### config.mk
export PLATFORM = sky130hd
export DESIGN_NAME = data_mem_arbiter
export DESIGN_NICKNAME = d
export VERILOG_FILES = /design/src/rtl/data_mem_arbiter.sv
export SDC_FILE = /design/constraint.sdc
export NUM_CORES = 1
export LEC_CHECK = 0
export ABC_AREA = 1
export CELL_PAD_IN_SITES_DETAIL_PLACEMENT = 1
export CELL_PAD_IN_SITES_GLOBAL_PLACEMENT = 1
export CORE_UTILIZATION = 29
export CTS_BUF_LIST = sky130_fd_sc_hd__clkbuf_4 sky130_fd_sc_hd__clkbuf_8
export DETAILED_ROUTE_END_ITERATION = 12
export PLACE_DENSITY_LB_ADDON = 0.2
export REMOVE_ABC_BUFFERS = 1
export SLEW_MARGIN = 20
export SYNTH_ARGS = -nofsm -noshare
export SYNTH_HDL_FRONTEND = slang
export SYNTH_SLANG_ARGS = --single-unit
### constraint.sdc
create_clock -name clk -period 2.1 [get_ports clk]
set_input_delay 0.42 -clock clk [delete_from_list [all_inputs] [get_ports clk]]
set_output_delay 0.42 -clock clk [all_outputs]
set_load 0.02 [all_outputs]
### src/rtl/data_mem_arbiter.sv
// Round-robin arbiter sharing the data memory between CPU single
// accesses and DMA bursts; read data is registered per requester.
module data_mem_arbiter #(
  parameter int DATA_W = 16,
  parameter int ADDR_W = 16,
  parameter int RAM_AW = 3
) (
  input  logic              clk,
  input  logic              rst,
  input  logic              cpu_req,
  input  logic              cpu_we,
  input  logic [ADDR_W-1:0] cpu_addr,
  input  logic [DATA_W-1:0] cpu_wdata,
  output logic              cpu_gnt,
  output logic              cpu_rvalid,
  output logic [DATA_W-1:0] cpu_rdata,
  input  logic              dma_req,
  input  logic              dma_we,
  input  logic [ADDR_W-1:0] dma_addr,
  input  logic [2:0]        dma_len,
  input  logic [DATA_W-1:0] dma_wdata,
  output logic              dma_gnt,
  output logic              dma_rvalid,
  output logic [DATA_W-1:0] dma_rdata,
  output logic              dma_done,
  output logic [ADDR_W-1:0] mem_access_addr,
  output logic [DATA_W-1:0] mem_write_data,
  output logic              mem_write_en,
  output logic              mem_read,
  input  logic [DATA_W-1:0] mem_read_data
);

  typedef enum logic [1:0] {
    S_IDLE = 2'd0,
    S_CPU  = 2'd1,
    S_DMA  = 2'd2
  } state_t;

  localparam logic [RAM_AW-1:0] OFF_ONE = 'd1;

  state_t              r_state;
  state_t              w_next;
  logic                r_last_dma;
  logic                r_we;
  logic [ADDR_W-1:0]   r_base;
  logic [2:0]          r_cnt;
  logic [RAM_AW-1:0]   r_off;

  logic                w_pick_cpu;
  logic                w_pick_dma;
  logic                w_last_beat;
  logic [RAM_AW-1:0]   w_low;
  logic [ADDR_W-1:0]   w_dma_addr;

  // On a tie the requester that did not own the memory last wins.
  assign w_pick_cpu  = cpu_req & (~dma_req | r_last_dma);
  assign w_pick_dma  = dma_req & ~w_pick_cpu;
  assign w_last_beat = (r_cnt == 3'd0);
  assign w_low       = r_base[RAM_AW-1:0] + r_off;
  assign w_dma_addr  = {r_base[ADDR_W-1:RAM_AW], w_low};

  always_ff @(posedge clk or posedge rst) begin
    if (rst) r_state <= S_IDLE;
    else     r_state <= w_next;
  end

  always_comb begin
    w_next = r_state;
    case (r_state)
      S_IDLE: begin
        if (w_pick_cpu)      w_next = S_CPU;
        else if (w_pick_dma) w_next = S_DMA;
      end
      S_CPU:   w_next = S_IDLE;
      S_DMA:   if (w_last_beat) w_next = S_IDLE;
      default: w_next = S_IDLE;
    endcase
  end

  always_comb begin
    cpu_gnt         = 1'b0;
    dma_gnt         = 1'b0;
    mem_access_addr = '0;
    mem_write_data  = '0;
    mem_write_en    = 1'b0;
    mem_read        = 1'b0;
    case (r_state)
      S_CPU: begin
        cpu_gnt         = 1'b1;
        mem_access_addr = cpu_addr;
        mem_write_data  = cpu_wdata;
        mem_write_en    = cpu_we;
        mem_read        = ~cpu_we;
      end
      S_DMA: begin
        dma_gnt         = 1'b1;
        mem_access_addr = w_dma_addr;
        mem_write_data  = dma_wdata;
        mem_write_en    = r_we;
        mem_read        = ~r_we;
      end
      default: ;
    endcase
  end

  always_ff @(posedge clk or posedge rst) begin
    if (rst) begin
      r_last_dma <= 1'b1;
      r_we       <= 1'b0;
      r_base     <= '0;
      r_cnt      <= '0;
      r_off      <= '0;
    end else begin
      if (r_state == S_IDLE && w_pick_dma) begin
        r_base <= dma_addr;
        r_we   <= dma_we;
        r_cnt  <= dma_len;
        r_off  <= '0;
      end
      if (r_state == S_DMA) begin
        r_off <= r_off + OFF_ONE;
        r_cnt <= r_cnt - 3'd1;
        if (w_last_beat) r_last_dma <= 1'b1;
      end
      if (r_state == S_CPU) r_last_dma <= 1'b0;
    end
  end

  always_ff @(posedge clk or posedge rst) begin
    if (rst) begin
      cpu_rvalid <= 1'b0;
      cpu_rdata  <= '0;
      dma_rvalid <= 1'b0;
      dma_rdata  <= '0;
      dma_done   <= 1'b0;
    end else begin
      cpu_rvalid <= (r_state == S_CPU) & ~cpu_we;
      dma_rvalid <= (r_state == S_DMA) & ~r_we;
      dma_done   <= (r_state == S_DMA) & w_last_beat;
      if (r_state == S_CPU && !cpu_we) cpu_rdata <= mem_read_data;
      if (r_state == S_DMA && !r_we)   dma_rdata <= mem_read_data;
    end
  end

endmodule

* After elaboration in Yosys (flattened, before gate mapping)
Cells that the tools add are included.
Cells by class: equality and inequality tests 4, bitwise operators 10, reductions and logical operators 12, add/subtract/negate cells 3, muxes and demuxes 17
Operators by type and width (number):
- 16-bit one-hot mux with 2 select lines | 2
- 3-bit two-way mux | 4
- 2-bit two-way mux | 3
- 2-bit nonzero test | 3
- 1-bit bitwise AND | 5
- 1-bit two-way mux | 5
- 1-bit inverter | 4
- 1-bit one-hot mux with 2 select lines | 2
- 2-bit one-hot mux with 2 select lines | 1
- 2-bit AND reduction | 2
- 3-bit by 1-bit adder with 3-bit output (second input constant) | 1
- 3-bit adder | 1
- 1-bit logical AND | 3
- 3-bit logical NOT | 1
- 3-bit inequality test (second input constant) | 1
- 3-bit by 1-bit subtractor with 3-bit output (second input constant) | 1
- 2-bit by 1-bit == test with 1-bit output (second input constant) | 1
- 2-bit == test (second input constant) | 1
- 1-bit logical NOT | 2
- 2-bit logical NOT | 1
- 2-bit inequality test (second input constant) | 1
- 1-bit bitwise OR | 1
Storage, ports and cells: bits of input ports 89, logic and storage cells 57, register bits after elaboration 61

* Longest topological paths before layout
Gate-level depths: netlist of the first run.
depth after elaboration 8, gate-level depth with buffers 9, gate-level depth less buffers 7

* Worst setup path before layout of the first run
Ideal clock, no wire load.
path type register to output, start register r_state[0], end output mem_read, arrival 1602 ps, buffers on the path 1, data required time 1680 ps, setup slack 78 ps, stages on the path, launching flop included 8, path through dfrtp_1 -> inv_1 -> ha_1 -> buf_6 -> inv_6 -> nor2_8 -> inv_2 -> a21boi_0
On the way: word-level cells in the longest chain between the ends 2
Ends and longest elaborated chain:
- start: declaration | RTL line 41 | state_t r_state;
- start signal: assignment | RTL line 64 | else r_state <= w_next;
- 2-bit == test or 2-bit by 1-bit == test with 1-bit output (tied branches) | RTL line 87 | case (r_state)
- 1-bit one-hot mux with 2 select lines (*) | RTL line 87
- end: declaration | RTL line 29 | output logic mem_read,
Mark *: on every way between the ends. The rest lies on a longest branch, timed or not.

* Final worst setup path of the first run
start register r_state[0], end output mem_write_data[4]
On the way: word-level cells in the longest chain between the ends 2
Ends and longest elaborated chain:
- 2-bit == test or 2-bit by 1-bit == test with 1-bit output (tied branches) | RTL line 87
- 16-bit one-hot mux with 2 select lines (*) | RTL line 87
- end: declaration | RTL line 27 | output logic [DATA_W-1:0] mem_write_data,
Marked as above.

==> results of run 1 <==
kinds of logic after synthesis:
kind of cell               after synthesis  share of synthesized area [%]
AOI/OAI and AO/OA                       80                          18.34
xor gates and xnor gates                 1                         0.2860
adders and majority gates                8                          3.513
buffers and inverters                   59                          11.15
DFF                                     61                          49.88
and+or+nand+nor                        122                          16.83
cell type report:
| type | instances | share of cell area, % |
|---|---|---|
| repair buffers | 181 | 35.10 |
| clock buffers | 10 | 2.558 |
| well taps | 136 | 3.313 |
| inverters | 43 | 3.630 |
| multi-input cells | 211 | 24.63 |
| clock inverters | 5 | 1.023 |
| flip-flops and latches | 61 | 29.74 |
Yosys cell counts, types with 3 or more instances:
cell and count:
ha_1 7, a22o_1 23, o21ai_2 18, nand2_1 102
nand3_1 9, buf_6 9, nand2_2 3, o21ai_0 30
dfrtp_1 60, o21ai_1 4, inv_1 38
per-layer routing:
layer  share of wire [%]  wire length (um)
met3                  11              1006
met2                  48              4540
met5                   0                 0
met4                 1.1               102
met1                  41              3878
metrics by stage:
| step | TNS (ps) | instances | hold WS (ps) | cell area, um2 |
|---|---|---|---|---|
| 2_1_floorplan | -256.6 | 315 | 449.9 | 2898 |
| 3_3_place_gp | -4065 | 628 | 466.1 | 4832 |
| 3_5_place_dp | -7138 | 628 | 470.5 | 4832 |
| 4_1_cts | -1480 | 644 | 472.2 | 4921 |
| 5_1_grt | -2457 | 647 | 508.0 | 5136 |
| 6_report | -392.4 | 647 | 471.9 | 5136 |
state kept, by name (all words and copies together), names as in the netlist:
name        count
cpu_rdata      16
cpu_rvalid      1
dma_done        1
dma_rdata      16
dma_rvalid      1
r_base         16
r_cnt           3
r_last_dma      1
r_off           3
r_state         2
r_we            1
worst max-delay path by stage:
stage,endpoint,slack (ps),cells after the start
after global routing,mem_access_addr[13],-110,7
after CTS,mem_access_addr[14],-70,7
after floorplan,mem_read,-260,6
final,mem_write_data[4],-40,7
after global placement,mem_write_data[5],-140,7
after detailed placement,mem_access_addr[14],-240,7
worst register-to-register path: cells and delay by family (launching register included):
kind | cells | cell delay [ps]
and+or+nand+nor | 2 | 160
DFF | 1 | 390
adders and majority gates | 1 | 190
buffers and inverters | 5 | 800
AOI/OAI and AO/OA | 1 | 80
report_power, final:
part | internal [mW] | total, mW | switching [mW]
sequential | 1.73 | 2.03 | 0.302
clock | 0.548 | 1.00 | 0.453
combinational | 1.85 | 3.95 | 2.10
timing repair:
item | CTS | global route
hold buffers | 0 | 0
gates cloned | 0 | 2
endpoints found under the setup margin | 36 | 35
buffers inserted | 1 | 1
pin swaps | 4 | 5
gates resized for setup | 172 | 59
==> results.json, run 1 <==
{
  "detail-route-antenna-nets": 0,
  "use_met2_pct": 28.95,
  "drtPass1Iterations": 3,
  "layout-drive-gt1-share_pct": 23.68,
  "crit_arrival_ps": 1720,
  "start_kind": "flip-flop",
  "syn_area_per_cell_um2": 9.254,
  "clk_pin_slew_ps": 70,
  "synthesis.area_um2": 3063,
  "root_buffer": "clkbuf_8",
  "drcViolationCount": 0,
  "ys_seq_area_share_pct": 49.88,
  "regArea_um2": 1528,
  "grt-ovfl-total": 0,
  "final_util_pct": 49.98,
  "synth_cell_type_count": 32,
  "r2r_slack_ps": 390,
  "tightest_slew_ps": 432.0,
  "final_common_cell": "clkdlybuf4s50_1",
  "critPathLaunch": "r_state[0]",
  "grt_max_degree": 62,
  "timing.slew.headroom_pct": 71.20,
  "reg2reg_depth": 9,
  "worst_slack_ps": -39.47,
  "vias_per_cell": 4.532,
  "rsz0062_at_grt": "true",
  "crit_type": "reg2out",
  "finalSetupViolCount": 25,
  "cts.sinks": 61,
  "cts_max_path_buffers": 2,
  "final_cell_mix": "123 x clkdlybuf4s50_1, 97 x nand2_1, 60 x dfrtp_1",
  "r2r-start": "r_state[1]",
  "fillers": 1175,
  "violations": "negative setup slack",
  "drt-initial-drc-count": 79,
  "final_nets": 604,
  "yosysTopAreaCell": "dfrtp_1",
  "synth_warnings": 0,
  "min_period_ps": 2139,
  "multi_input_area_um2": 1265,
  "max_freq_mhz": 467.4,
  "die_h_um": 104.8,
  "dp_hpwl_mm": 6.808,
  "worstPathCellList": "buf_4, ha_4, nand2_4, inv_6, clkbuf_16, a22o_1, buf_6",
  "clkLatencyLatePin_ps": 340,
  "cts_tree": "yes",
  "die_w_um": 104.8,
  "htree_levels": 3,
  "boundaryPins": 160,
  "ys.flop_type": "dfrtp_1",
  "cpPeakStageDelay_ps": 410,
  "antenna_found_initial": 0,
  "status": "finished, violations left",
  "dr_total_vias": 2932,
  "finalHoldViolCount": 0,
  "worst-path-buf-inv": 4,
  "finalMaxSlewViolations": 0,
  "max-cap-violations": 0,
  "fp-row-count": 37,
  "routabilityCongestion": 0.6998,
  "grt_usage_pct": 17.28,
  "ys_top_cells_by_area": "dfrtp_1 49%, nand2_1 13%, a22o_1 6.6%",
  "area_delta_synth_final_pct": 67.69,
  "synth_edf_count": 0,
  "critPathTopFamily": "buffers and inverters",
  "grtUsageMet3_pct": 7.860,
  "fp.dieArea_um2": 10980,
  "place.port_buffers": 159,
  "p_total_mw": 6.980,
  "synth_top_area_share_pct": 49.02,
  "synth_seq_cells": 61,
  "p_leak_nw": 2.471,
  "fin_crit_sh_pct": 101.9,
  "cts_buffers": 9,
  "wl_mm": 9.529,
  "grt_pass1_wl_mm": 14.94,
  "fin_skew_ps": 9.327,
  "r2r-end": "dma_rdata[10]",
  "cp_slowest_cell": "dfrtp_1",
  "use_met1_pct": 19.57,
  "vdd_drop_max_mv": 0.7118,
  "wire_per_inst_um": 14.73,
  "worst_setup_path_end_kind": "output pin",
  "place_ws_ps": -236.6,
  "syn_inst": 331,
  "worstPathRequired_ps": 1680,
  "core_area_um2": 10280,
  "async_reset_ff_share_pct": 100.0,
  "antenna_cells": 0,
  "crit_fanout": 7,
  "power.density_nw_per_um2": 1359,
  "grt.busiest_layer": "met2",
  "holdCritPathClass": "in2async",
  "start_util_pct": 29.80,
  "first_global_vias": 3025
}
Power figures use the tool's default switching activity.
==> run 2: changes to the inputs <==
--- a/config.mk
+++ b/config.mk
@@ -5,10 +5,10 @@
 export SDC_FILE = /design/constraint.sdc
 export NUM_CORES = 1
 export LEC_CHECK = 0
-export ABC_AREA = 1
+export ABC_AREA = 0
 export CELL_PAD_IN_SITES_DETAIL_PLACEMENT = 1
 export CELL_PAD_IN_SITES_GLOBAL_PLACEMENT = 1
-export CORE_UTILIZATION = 29
+export CORE_UTILIZATION = 30
 export CTS_BUF_LIST = sky130_fd_sc_hd__clkbuf_4 sky130_fd_sc_hd__clkbuf_8
 export DETAILED_ROUTE_END_ITERATION = 12
 export PLACE_DENSITY_LB_ADDON = 0.2
==> run 2 against run 1 <==
Non-clock buffer count is 13 higher; die area is 7.2% lower; largest cell class unchanged; hold slack worse by 47 ps; global-route usage is 2.7 points higher; flip-flop and latch count stayed put; synthesized cell count is 34% lower; final area is 5.8% higher; sequential power is 4% higher; total power is 14% higher; largest power group unchanged; core utilization is 8.0 points higher; first-iteration DRC count is 44% lower; critical endpoint is now mem_access_addr[2]; the flow still finishes with violations (negative setup slack); worst setup slack worse by 190 ps.
==> results.json, run 2 <==
{
  "status": "finished, violations left",
  "violations": "negative setup slack",
  "antenna_cells": 0,
  "finalMaxSlewViolations": 0,
  "cts.sinks": 61,
  "worstPathRequired_ps": 1680,
  "muxShareOfSynthArea_pct": 20.28,
  "antenna_found_initial": 0,
  "grt_pass1_wl_mm": 15.26,
  "timing.slew.headroom_pct": 67.97,
  "ys_top_cells_by_area": "dfrtp_1 51%, mux2_2 15%, a22o_1 9.8%",
  "fin_skew_ps": 7.650,
  "die_w_um": 100.9,
  "cts_buffers": 9,
  "cts_hold_buffers": 0,
  "rsz0062_at_grt": "true",
  "start_util_pct": 31.34,
  "area_delta_synth_final_pct": 85.13,
  "core_area_um2": 9371,
  "r2r_slack_ps": 390,
  "ys.flop_type": "dfrtp_1",
  "drtPass1Iterations": 4,
  "worst-path-buf-inv": 1,
  "synth_most_common_cell": "dfrtp_1",
  "max_freq_mhz": 429.0,
  "regArea_um2": 1528,
  "synth_seq_cells": 61,
  "fin_crit_sh_pct": 111.0,
  "htree_levels": 3,
  "top_regs": "cpu_rdata: 16 flops, dma_rdata: 16 flops, r_base: 16 flops",
  "tightest_slew_ps": 479.7,
  "cts_tree": "yes",
  "synth_top_area_share_pct": 51.13,
  "power.density_nw_per_um2": 1466,
  "die_h_um": 100.9,
  "holdCritPathClass": "in2async",
  "drt-initial-drc-count": 44,
  "syn_inst": 219,
  "synth_edf_count": 0,
  "whs_ps": 424.8,
  "drcViolationCount": 0,
  "crit_fanout": 2,
  "final_common_cell": "clkdlybuf4s50_1",
  "clkLatencyLatePin_ps": 330,
  "synth_commonest_cells": "60 x dfrtp_1, 40 x mux2_2, 33 x a22o_1, 9 x mux2_4",
  "syn_area_per_cell_um2": 13.41,
  "finalHoldViolCount": 0,
  "final_cell_mix": "123 x clkdlybuf4s50_1, 60 x dfrtp_1, 40 x mux2_2, 40 x buf_6, 33 x a22o_1",
  "cp_slowest_cell": "dfrtp_1",
  "crit_type": "reg2out",
  "synth_compound_area_share_pct": 14.57,
  "multi_input_area_um2": 1351,
  "boundaryPins": 160,
  "synth_warnings": 0,
  "dp_hpwl_mm": 6.757,
  "first_global_vias": 2882,
  "layout-drive-gt1-share_pct": 36.47,
  "grt-ovfl-total": 0,
  "wire_per_inst_um": 19.08,
  "worstPathCellList": "ha_2, fa_2, xnor2_2, xnor2_1, a22o_1, buf_6",
  "fillers": 974,
  "grt_usage_pct": 19.96,
  "detail-route-antenna-nets": 0,
  "fp.dieArea_um2": 10190,
  "synth_xor_area_share_pct": 0.5965,
  "start_kind": "flip-flop",
  "cts_max_path_buffers": 2,
  "worst_setup_path_end_kind": "output pin",
  "yosysTopAreaCell": "dfrtp_1",
  "root_buffer": "clkbuf_8",
  "synthesis.area_um2": 2937,
  "fp-row-count": 35,
  "crit_arrival_ps": 1910,
  "synth-simple-area-share_pct": 4.516,
  "synthAdderAreaFrac_pct": 3.664,
  "place.port_buffers": 159,
  "dr_total_vias": 2588,
  "clk_pin_slew_ps": 70,
  "async_reset_ff_share_pct": 100.0,
  "routabilityCongestion": 0.7847,
  "min_period_ps": 2331,
  "wl_mm": 10.36,
  "critPathTopFamily": "adder cells",
  "grt_max_degree": 21,
  "cpPeakStageDelay_ps": 390,
  "max-cap-violations": 0,
  "final_nets": 506,
  "synth_cell_type_count": 37,
  "p_total_mw": 7.969,
  "p_leak_nw": 2.353,
  "vdd_drop_max_mv": 0.7751,
  "finalSetupViolCount": 33,
  "synth_top_family_by_area": "multiplexers",
  "ys_seq_area_share_pct": 52.02,
  "vias_per_cell": 4.766,
  "worst_slack_ps": -230.8
}
-- run 2: cell count changes after synthesis, sizes merged, moves of 5 or more --
cell | before | now
and2 | 0 | 5
inv | 43 | 8
o21ai | 52 | 5
nand2 | 107 | 5
nand3 | 9 | 1
mux2 | 0 | 49
a22o | 23 | 34
-- run 2: cells by family (layout without fill, tap and decap cells) --
kind of cell | Yosys count | after routing
fa+ha+maj | 8 | 8
compound gates | 54 | 54
simple gates | 21 | 21
mux | 50 | 50
buf+inv | 23 | 218
flops | 61 | 61
xor+xnor | 2 | 2
-- run 2: stage by stage --
step | cells | utilization, % | setup WS [ps] | cell area [um2] | setup TNS, ps
after floorplan | 204 | - | -339.6 | 2839 | -11720
after global placement | 512 | 51.30 | -324.5 | 4807 | -7756
after detailed placement | 512 | 51.30 | -362.7 | 4807 | -9566
after CTS | 538 | 55.65 | -222.6 | 5215 | -5238
after global routing | 543 | 58.01 | -289.5 | 5436 | -6790
final | 543 | 58.01 | -230.8 | 5436 | -4121
-- run 2: timing repair --
action / 4_1_cts / 5_1_grt
pin swaps: 9 / 27
setup buffers: 4 / 4
cloned: 6 / 2
resized for setup: 186 / 51
setup endpoints to repair: 36 / 34
endpoints found under the hold margin: 0 / 0
-- run 2: layer usage --
layer / GRT usage [%] / wire length, um / part of all wire [%]
met5: 0 / 0 / 0
met1: 20.38 / 3797 / 37
met2: 37.09 / 5359 / 52
met4: 5.909 / 72 / 0.70
met3: 8.183 / 1130 / 11
-- run 2: final cells by class --
class | count | share of cell area (%)
clock buffer | 10 | 2.417
clock inverter | 6 | 1.611
inverter | 8 | 0.5524
multi-input combinational | 135 | 24.86
sequential | 61 | 28.10
tap | 129 | 2.969
timing repair buffer | 194 | 39.49
-- run 2: worst paths after layout --
kind / end / cells after the start / start
max in group asynchronous: r_state[0] / 3 / rst
min in group clk: r_cnt[0] / 1 / r_cnt[0]
worst min-delay path: cpu_rvalid / 2 / rst
worst max register to register: cpu_rdata[6] / 7 / r_state[1]
worst min register to register: r_cnt[0] / 1 / r_cnt[0]
worst max-delay path: mem_access_addr[2] / 6 / r_off[0]
-- run 2: power breakdown --
group,internal [mW],switching [mW]
logic,2.65,2.06
clock network,0.681,0.462
registers,1.77,0.345
==> run 3: changes to the inputs <==
--- a/config.mk
+++ b/config.mk
@@ -8,12 +8,11 @@
 export ABC_AREA = 0
 export CELL_PAD_IN_SITES_DETAIL_PLACEMENT = 1
 export CELL_PAD_IN_SITES_GLOBAL_PLACEMENT = 1
-export CORE_UTILIZATION = 30
+export CORE_UTILIZATION = 27
 export CTS_BUF_LIST = sky130_fd_sc_hd__clkbuf_4 sky130_fd_sc_hd__clkbuf_8
 export DETAILED_ROUTE_END_ITERATION = 12
 export PLACE_DENSITY_LB_ADDON = 0.2
 export REMOVE_ABC_BUFFERS = 1
-export SLEW_MARGIN = 20
 export SYNTH_ARGS = -nofsm -noshare
 export SYNTH_HDL_FRONTEND = slang
 export SYNTH_SLANG_ARGS = --single-unit
==> constraint.sdc (replaced) <==
create_clock -name clk -period 2.05 [get_ports clk]
set_input_delay 0.41 -clock clk [delete_from_list [all_inputs] [get_ports clk]]
set_output_delay 0.41 -clock clk [all_outputs]
set_load 0.02 [all_outputs]
==> run 3 against run 2 <==
The run still ends with negative setup slack left; final area is 4.2% lower; first-iteration DRC count up 57%; non-clock buffer count decreased by 2; highest routed layer unchanged.
==> results.json, run 3 (same netlist as run 2, synthesis figures left out) <==
{
  "power.density_nw_per_um2": 1483,
  "p_leak_nw": 2.272,
  "p_total_mw": 7.727,
  "grt-ovfl-total": 0,
  "dp_hpwl_mm": 6.354,
  "boundaryPins": 160,
  "die_w_um": 106.3,
  "cts_buffers": 9,
  "whs_ps": 449.3,
  "final_common_cell": "clkdlybuf4s50_1",
  "routabilityCongestion": 0.7370,
  "layout-drive-gt1-share_pct": 36.01,
  "htree_levels": 3,
  "tightest_slew_ps": 495.2,
  "crit_arrival_ps": 1850,
  "worstPathRequired_ps": 1640,
  "vias_per_cell": 4.671,
  "grt_usage_pct": 16.31,
  "top_regs": "cpu_rdata: 16 flops, dma_rdata: 16 flops, r_base: 16 flops",
  "final_nets": 504,
  "dp.cells": 518,
  "drt-initial-drc-count": 69,
  "start_kind": "flip-flop",
  "rsz0062_at_grt": "true",
  "use_met2_pct": 28.34,
  "finalHoldViolCount": 0,
  "worst_setup_path_end_kind": "output pin",
  "start_util_pct": 28.19,
  "fin_skew_ps": 12.26,
  "stdcell_area_um2": 5209,
  "antenna_found_initial": 0,
  "die_h_um": 106.3,
  "grtUsageMet3_pct": 7.051,
  "cp-endpoint": "mem_access_addr[2]",
  "place.port_buffers": 159,
  "wl_mm": 9.634,
  "drcViolationCount": 0,
  "cts.sinks": 61,
  "first_global_vias": 2740,
  "clk_pin_slew_ps": 70,
  "r2r-start": "r_state[1]",
  "grt.busiest_layer": "met2",
  "grt_max_degree": 39,
  "r2r_slack_ps": 390,
  "fin_crit_sh_pct": 110.2,
  "crit_fanout": 2,
  "antenna_cells": 0,
  "wire_per_inst_um": 17.61,
  "layoutNonFillerInstCount": 547,
  "use_met1_pct": 17.91,
  "area_delta_synth_final_pct": 77.38,
  "worst_slack_ps": -210.1,
  "timing.slew.headroom_pct": 66.99,
  "critPathLaunch": "r_off[0]",
  "detail-route-antenna-nets": 0,
  "fp-row-count": 37,
  "r2r-end": "r_off[2]",
  "cts_tree": "yes",
  "max-cap-violations": 0,
  "fp.dieArea_um2": 11300,
  "holdCritPathClass": "in2async",
  "root_buffer": "clkbuf_8",
  "finalMaxSlewViolations": 0,
  "dr_total_vias": 2555,
  "cts_max_path_buffers": 2,
  "status": "finished, violations left",
  "core_area_um2": 10420,
  "final_cell_mix": "123 x clkdlybuf4s50_1, 60 x dfrtp_1, 40 x mux2_2",
  "reg2reg_depth": 7,
  "vdd_drop_max_mv": 0.8218,
  "crit_type": "reg2out",
  "max_freq_mhz": 442.5,
  "finalSetupViolCount": 33,
  "drtPass1Iterations": 4,
  "clkLatencyLatePin_ps": 330,
  "grt_pass1_wl_mm": 14.26,
  "place_area_um2": 4796,
  "min_period_ps": 2260,
  "violations": "negative setup slack"
}
run 3: final cells by class:
cell class,instances,area [um2]
Fill cell,1080,5207
Timing Repair Buffer,192,1948
Sequential cell,61,1528
Multi-Input combinational cell,135,1334
Tap cell,136,170.2
Clock buffer,11,151.4
Clock inverter,4,47.55
Inverter,8,30.03
run 3: what timing repair did:
item,in CTS,in global routing
endpoints found under the hold margin,0,0
gates resized for setup,156,49
gates cloned,1,3
setup buffers,6,4
pin swaps,3,21
setup endpoints to repair,36,34
hold buffers,0,0
run 3: per-layer routing:
metal  routed length [um]  vias to the layer above  part of all wire (%)
met3                 1062                       12                    11
met4                   95                        0                  0.99
li1                     -                     1182                     -
met5                    0                        -                     0
met1                 3805                     1237                    39
met2                 4670                      124                    48
run 3: worst min-delay path by stage:
stage	from	to	slack, ps	cells after the start
finish	rst	cpu_rdata[15]	450	3
global route	rst	cpu_rdata[15]	480	3
CTS	rst	cpu_rdata[5]	440	3
detailed placement	r_cnt[0]	r_cnt[0]	470	1
global placement	r_cnt[0]	r_cnt[0]	470	1
floorplan	r_cnt[0]	r_cnt[0]	440	1
run 3: metrics by stage:
| step | setup slack (ps) | utilization (%) | TNS, ps |
|---|---|---|---|
| global route | -285.5 | 50.01 | -6615 |
| finish | -210.1 | 50.01 | -4473 |
| floorplan | -379.6 | - | -13880 |
| CTS | -214.6 | 47.51 | -5624 |
| global placement | -345.3 | 46.04 | -7349 |
| detailed placement | -370.8 | 46.04 | -8603 |
run 3: critical path, cell delays in order (launching register included):
cell and delay (ps):
dfrtp_1 390, ha_2 200, fa_2 330, xnor2_1 140, xnor2_1 130, a22o_1 190
buf_4 150
run 3: power by group:
group / switching, mW / leakage (nW) / internal [mW]
Clock: 0.465 / 0.101 / 0.617
Sequential: 0.341 / 0.727 / 1.81
Combinational: 2.03 / 1.44 / 2.47
